==> src/rtl/bcd_to_bin_32.sv <==
// bcd_to_bin_32: iterative packed-BCD to unsigned binary converter.
// One digit per clock, most significant digit first: acc = acc*10 + digit.
module bcd_to_bin_32 #(
  parameter int DIGITS = 10,
  parameter int BIN_W  = 32
) (
  input  logic                  clk,
  input  logic                  rstn,
  input  logic [4*DIGITS-1:0]   bcd_data_i,
  input  logic                  bcd_data_valid_i,
  output logic                  bcd_redy_o,
  output logic [BIN_W-1:0]      bin_data_o,
  output logic                  bin_data_valid_o,
  input  logic                  bin_redy_i,
  output logic                  bin_ovf_o,
  output logic                  bcd_err_o
);

  localparam int CNT_W = $clog2(DIGITS + 1);
  localparam int ACC_W = BIN_W + 4;

  typedef enum logic [1:0] {
    IDLE,
    CONV,
    DONE
  } state_t;

  state_t              state;
  logic [4*DIGITS-1:0] sreg;
  logic [BIN_W-1:0]    acc;
  logic [CNT_W-1:0]    cnt;
  logic                ovf;
  logic                err;

  logic [3:0]          d;
  logic [ACC_W-1:0]    acc_x;
  logic [ACC_W-1:0]    tmp;
  logic [BIN_W-1:0]    acc_n;
  logic                ovf_n;
  logic                err_n;
  logic                last;

  always_comb begin
    d     = sreg[4*DIGITS-1 -: 4];
    acc_x = {4'b0, acc};
    tmp   = (acc_x << 3) + (acc_x << 1)
          + {{BIN_W{1'b0}}, d};
    err_n = err | (d > 4'd9);
    // once saturated, stay saturated
    ovf_n = ovf | (tmp[ACC_W-1:BIN_W] != 4'b0);
    acc_n = ovf_n ? '1 : tmp[BIN_W-1:0];
    last  = (cnt == CNT_W'(DIGITS - 1));
  end

  always_ff @(posedge clk) begin
    if (!rstn) begin
      state            <= IDLE;
      sreg             <= '0;
      acc              <= '0;
      cnt              <= '0;
      ovf              <= 1'b0;
      err              <= 1'b0;
      bcd_redy_o       <= 1'b0;
      bin_data_o       <= '0;
      bin_data_valid_o <= 1'b0;
      bin_ovf_o        <= 1'b0;
      bcd_err_o        <= 1'b0;
    end else begin
      unique case (state)
        IDLE: begin
          if (bcd_redy_o && bcd_data_valid_i) begin
            sreg       <= bcd_data_i;
            acc        <= '0;
            cnt        <= '0;
            ovf        <= 1'b0;
            err        <= 1'b0;
            bcd_redy_o <= 1'b0;
            state      <= CONV;
          end else begin
            bcd_redy_o <= 1'b1;
          end
        end
        CONV: begin
          sreg <= sreg << 4;
          cnt  <= cnt + 1'b1;
          acc  <= acc_n;
          ovf  <= ovf_n;
          err  <= err_n;
          if (last) begin
            state            <= DONE;
            bin_data_valid_o <= 1'b1;
            bin_ovf_o        <= ovf_n & ~err_n;
            bcd_err_o        <= err_n;
            bin_data_o       <= err_n ? '0 : acc_n;
          end
        end
        DONE: begin
          if (bin_redy_i) begin
            bin_data_valid_o <= 1'b0;
            bcd_redy_o       <= 1'b1;
            state            <= IDLE;
          end
        end
        default: state <= IDLE;
      endcase
    end
  end

endmodule
==> config.mk <==
export PLATFORM = sky130hd
export DESIGN_NAME = bcd_to_bin_32
export DESIGN_NICKNAME = d
export VERILOG_FILES = /design/src/rtl/bcd_to_bin_32.sv
export SDC_FILE = /design/constraint.sdc
export NUM_CORES = 1
export LEC_CHECK = 0
export CAP_MARGIN = 20
export CORE_AREA = 2 2 117 119
export DETAILED_ROUTE_END_ITERATION = 8
export DIE_AREA = 0 0 119 121
export DONT_BUFFER_PORTS = 1
export PLACE_DENSITY = 0.67
export SETUP_SLACK_MARGIN = 0.05
export SLEW_MARGIN = 20
export SYNTH_ARGS = -nofsm -noshare
export SYNTH_HDL_FRONTEND = slang
export SYNTH_SLANG_ARGS = --single-unit
==> constraint.sdc <==
create_clock -name clk -period 3.6 [get_ports clk]
set_input_delay 0.54 -clock clk [delete_from_list [all_inputs] [get_ports clk]]
set_output_delay 0.54 -clock clk [all_outputs]
set_load 0.005 [all_outputs]
==> flow_metrics.tcl, run 1 <==
set metrics [dict create \
    nNetsFinal 939 \
    grt_pass1_vias 6245 \
    synth_nets 945 \
    drv_slew 0 \
    rr_endpoint "bin_data_o[14]" \
    fin_cells 1017 \
    fin_crit_ns 3.45 \
    cts_tree "yes" \
    cts-buffers-inserted 17 \
    worst_pin_slew_ns 0.713 \
    hpwl_um 15000 \
    dp_cells 981 \
    cts-root-buf "clkbuf_16" \
    insertion_delay_ns 0.43 \
    layout-drive-gt1-share 0.136 \
    synth_edf_count 0 \
    clock_skew_ns 0.00663 \
    grtUsageTotal 0.292 \
    ant_nets 0 \
    port_buffers 0 \
    syn2layout_area_growth_pct 12.7 \
    reg2reg_slack_ns 0.15 \
    r2r_start "acc[23]" \
    p_leak_nw 3.33 \
    ff2ff_path_depth 11 \
    final_cell_mix "dfxtp_1 (116), a21oi_1 (91), nor2_1 (86)" \
    antenna_cells 0 \
    drc 0 \
    yosysSeqAreaShare 0.327 \
    fmax_mhz 289 \
    nFillCells 1179 \
    status "finished clean" \
    die_w_um 119 \
    syn_avg_cell_area_um2 8.52 \
    synth-seq-cells 116 \
    synth_area_um2 7100 \
    clkSlewWorstSetupHoldPaths_ns 0.06 \
    grt_max_degree 41 \
    start_kind "register" \
    clock-sinks 116 \
    ys_types 76 \
    wire_per_inst_um 20.3 \
    critPathKind "reg2reg" \
    timing.slew.headroom 0.523 \
    hold_viol_final 0 \
    end_kind "register" \
    finalCritPeriodShare 0.960 \
    overflow 0 \
    seqCellArea_um2 2320 \
    critPathMaxFanout 14 \
    vias 6493 \
    ys_warn_count 0 \
    power_per_cell_area_nw_per_um2 467 \
    whs_endpoint "bcd_err_o" \
    hold_ws_ns 0.248 \
    async_flop_share 0 \
    rows 42 \
    finalSetupViolCount 0 \
    via_per_inst 6.38 \
    die_height_um 121 \
    drt_pass1_iterations 5 \
    hold_class "in2reg" \
    globalplace.congestion 0.885 \
    drt_wl_total_um 20600 \
    final_common_cell "dfxtp_1" \
    start_util 0.543 \
    hold_depth 2 \
    h-tree-depth 4 \
    coreArea_um2 13100 \
    drv_cap 0 \
    dieArea_um2 14400 \
    tns_ns 0 \
    dr.first_iter.drc_count 380 \
    clockBufferDepth 2 \
    ir_drop_uv 370 \
    syn_inst 834 \
    critPathRequiredTime_ns 3.91 \
    cp_data_arrival_time_ns 3.77 \
    multiInputGateArea_um2 4580 \
    grt_pass1_wl_um 32900 \
    synthFlopType "dfxtp_1" \
    grt_antenna_before_repair 0 \
    ios 80 \
    rsz0062_at_grt "true" \
    min_from "rstn" \
]
## through the flow
step	utilization	worst slack (ns)	power, W	cell area, um^2
floorplan	-	0.436	0.00185	7100
global placement	0.557	0.213	0.00199	7280
detailed placement	0.557	0.159	0.00200	7290
CTS	0.603	0.147	0.00373	7890
global route	0.612	0.00223	0.00387	8010
finish	0.612	0.145	0.00374	8010
## metal layers
| layer | share of wire | wire length, um | track usage |
|---|---|---|---|
| met5 | 0 | 0 | 0 |
| met4 | 0.022 | 448 | 0.0997 |
| met3 | 0.065 | 1330 | 0.0822 |
| met2 | 0.49 | 10200 | 0.499 |
| met1 | 0.42 | 8650 | 0.354 |
## synthesized netlist by cell type (all sizes together), types with 3 or more instances
library cell  number  area (um^2)
dfxtp            116         2320
a21oi             93          473
nor2              88          330
nand2             84          315
ha                65          813
o21ai             50          254
clkbuf            39          146
nor3              37          201
a22oi             29          218
a211oi            23          260
a221o             17          170
buf               13         88.8
inv               13         48.8
nand3             12         60.1
a21o              11         83.8
xnor2             11         96.3
xor2              11         96.3
nand4             10         62.6
a311oi             9          109
a22o               8         70.1
o211ai             7         62.6
nor2b              6         37.5
o21a               6         45.0
o31ai              6         58.8
or2                6         37.5
a31oi              5         46.3
nor4               5         31.3
a221oi             4         35.0
nand3b             4         30.0
o21bai             4         30.0
mux2i              3         33.8
nand2b             3         18.8
nor3b              3         27.5
o221ai             3         56.3
o31a               3         35.0
## worst max-delay path by stage
stage              from        endpoint  slack [ns]  depth (start not counted)
2_1_floorplan  sreg[39]  bin_data_o[21]        0.44                         12
3_3_place_gp   sreg[39]         acc[30]        0.21                         11
3_5_place_dp   sreg[39]  bin_data_o[23]        0.16                         10
4_1_cts        sreg[39]  bin_data_o[23]        0.15                         10
5_1_grt        sreg[39]         acc[24]       0.002                         10
6_report        acc[23]  bin_data_o[14]        0.15                         11
## power by group
part / total (W) / internal, W / switching (W)
clock network: 0.00174 / 0.00110 / 0.000637
registers: 0.00140 / 0.00135 / 0.0000542
logic: 0.000601 / 0.000221 / 0.000380
total: 0.00374 / 0.00267 / 0.00107
## state kept, by name, indices dropped and copies added (netlist names)
register and cells:
err 1, acc 32, bin_data_o 32, bcd_err_o 1, state 2, cnt 4, sreg 40, bcd_redy_o 1
ovf 1, bin_ovf_o 1, bin_data_valid_o 1
## cells by family (layout without fill, tap and decap cells)
family,Yosys count,in the layout,share of synthesized area
AO/OA/AOI/OAI,293,293,0.306
AND/OR/NAND/NOR,266,266,0.171
flip-flops,116,116,0.327
adder cells (fa/ha/maj),67,67,0.120
buffers and inverters,65,72,0.0400
XOR/XNOR,22,22,0.0271
multiplexers,5,5,0.00846
## critical path: stages (launching register included)
cell      delay, ns
dfxtp_1        0.42
ha_1           0.27
ha_1           0.43
a21o_1         0.24
a31oi_1        0.23
o221ai_2       0.19
o221a_2        0.31
nor3_1         0.35
mux2_4         0.29
a31oi_4        0.09
buf_4          0.22
a221o_1        0.27
## area by class of cell
type	instances	share of cell area
Sequential cell	116	0.290
Inverter	13	0.00610
Clock inverter	13	0.0197
Multi-Input combinational cell	653	0.572
Tap cell	176	0.0275
Clock buffer	19	0.0553
Timing Repair Buffer	27	0.0291
## repair_timing
item                       4_1_cts  5_1_grt
setup endpoints to repair        0       33
resized for setup                0       10
setup buffers                    0        3
hold buffers                     0        0
(Power assumes the default switching activity.)
==> run 2: changes to the inputs <==
- SETUP_SLACK_MARGIN: 0.05 -> default
==> run 2 against run 1 <==
Net effect:
- worst setup slack got worse by 0.017 ns
- hold slack worse by 0.0040 ns
- power down 0.55%
- register-to-register slack worse by 0.02 ns
- sequential power barely moved
- critical endpoint is now bin_data_o[23]
- largest power group unchanged
==> flow_metrics.tcl, run 2 (same netlist as run 1, synthesis figures left out) <==
set metrics [dict create \
    status "finished clean" \
    antenna_cells 0 \
    dr.first_iter.drc_count 401 \
    grt_max_degree 41 \
    rows 42 \
    final_cell_mix "dfxtp_1 (116), a21oi_1 (91), nor2_1 (86)" \
    ir_drop_uv 371 \
    timing.slew.headroom 0.526 \
    fin_crit_ns 3.47 \
    swShare 0.286 \
    dp_cells 981 \
    dieArea_um2 14400 \
    vias 6438 \
    drv_cap 0 \
    via_per_inst 6.35 \
    drc 0 \
    p_leak_nw 3.30 \
    coreArea_um2 13100 \
    hold_ws_ns 0.244 \
    insertion_delay_ns 0.43 \
    hold_viol_final 0 \
    grtUsageTotal 0.292 \
    cts-root-buf "clkbuf_16" \
    power_per_cell_area_nw_per_um2 470 \
    h-tree-depth 4 \
    port_buffers 0 \
    rsz0062_at_grt "true" \
    grt_antenna_before_repair 0 \
    grt_pass1_vias 6245 \
    critPathRequiredTime_ns 3.90 \
    clock_skew_ns 0.00720 \
    die_w_um 119 \
    internal-power_w 0.00266 \
    fin_cells 1014 \
    finalSetupViolCount 0 \
    nFillCells 1180 \
    overflow 0 \
    nNetsFinal 936 \
    start_util 0.543 \
    reg2reg_slack_ns 0.13 \
    clockBufferDepth 2 \
    ant_nets 0 \
    end_kind "register" \
    syn2layout_area_growth_pct 11.4 \
    largest_register "sreg" \
    clkPwrFrac 0.467 \
    drt_pass1_iterations 5 \
    critPathMaxFanout 4 \
    die_height_um 121 \
    hold_class "in2reg" \
    tns_ns 0 \
    largest_reg_flops 40 \
    ios 80 \
    critPathKind "reg2reg" \
    cts-buffers-inserted 17 \
    start_kind "register" \
    clock-sinks 116 \
    p_seq_frac 0.377 \
    power.switching_w 0.00106 \
    p_comb_frac 0.157 \
    hpwl_um 15000 \
    grt_pass1_wl_um 32900 \
    cts_tree "yes" \
    drt_wl_total_um 20400 \
    layout-drive-gt1-share 0.129 \
    final_common_cell "dfxtp_1" \
    wire_per_inst_um 20.1 \
    final_area_um2 7910 \
    worst_pin_slew_ns 0.710 \
    finalCritPeriodShare 0.964 \
    place_area_um2 7290 \
    cp_data_arrival_time_ns 3.77 \
    drv_slew 0 \
    clkSlewWorstSetupHoldPaths_ns 0.06 \
    top_regs "sreg (40), acc (32), bin_data_o (32)" \
    fmax_mhz 288 \
    globalplace.congestion 0.885 \
]
-- run 2: final cells by class --
cell class                      instances  area (um^2)  share of cell area
Inverter                               13         48.8             0.00617
Sequential cell                       116         2320               0.294
Timing Repair Buffer                   24          193              0.0244
Tap cell                              176          220              0.0278
Clock buffer                           19          443              0.0560
Multi-Input combinational cell        653         4530               0.572
Clock inverter                         13          158              0.0199
-- run 2: timing repair --
| action | 4_1_cts | 5_1_grt |
|---|---|---|
| hold buffers | 0 | 0 |
| setup endpoints to repair | 0 | 13 |
| setup buffers | 0 | 1 |
| resized for setup | 0 | 2 |
-- run 2: path summary, 6_finish.rpt --
| path | startpoint | to | cells after the start |
|---|---|---|---|
| max reg2reg | sreg[39] | bin_data_o[23] | 10 |
| min | rstn | bcd_err_o | 2 |
| max | sreg[39] | bin_data_o[23] | 10 |
| min reg2reg | sreg[30] | sreg[34] | 2 |
-- run 2: layer usage --
| metal | routed length (um) | track usage |
|---|---|---|
| met3 | 1440 | 0.0822 |
| met2 | 10100 | 0.499 |
| met4 | 373 | 0.0997 |
| met5 | 0 | 0 |
| met1 | 8490 | 0.354 |
-- run 2: through the flow --
stage                     worst slack (ns)   util  power [W]
final                                0.128  0.605    0.00372
after global routing               -0.0511  0.605    0.00386
after CTS                            0.147  0.603    0.00373
after detailed placement             0.159  0.557    0.00200
after global placement               0.213  0.557    0.00199
after floorplan                      0.436      -    0.00185
-- run 2: worst max-delay path: stages, from the launching register on --
cell       delay, ns
dfxtp_1         0.33
fa_1            0.50
ha_1            0.35
a211oi_2        0.31
o211ai_2        0.15
o2111ai_2       0.27
a21oi_2         0.14
a21o_1          0.27
a211o_2         0.39
nor4_1          0.47
o21ai_0         0.16
-- run 2: power groups by stage --
stage               Clock [W]  Sequential, W  Combinational, W
floorplan                   0        0.00141          0.000448
global placement            0        0.00143          0.000564
detailed placement          0        0.00143          0.000573
CTS                   0.00176        0.00140          0.000577
global route          0.00181        0.00141          0.000641
finish                0.00174        0.00140          0.000583
==> run 3: changes to the inputs <==
- SKIP_CTS_REPAIR_TIMING: default -> 1
==> results of run 3 <==
Final layout, timing and power as in run 2 (identical DEF).
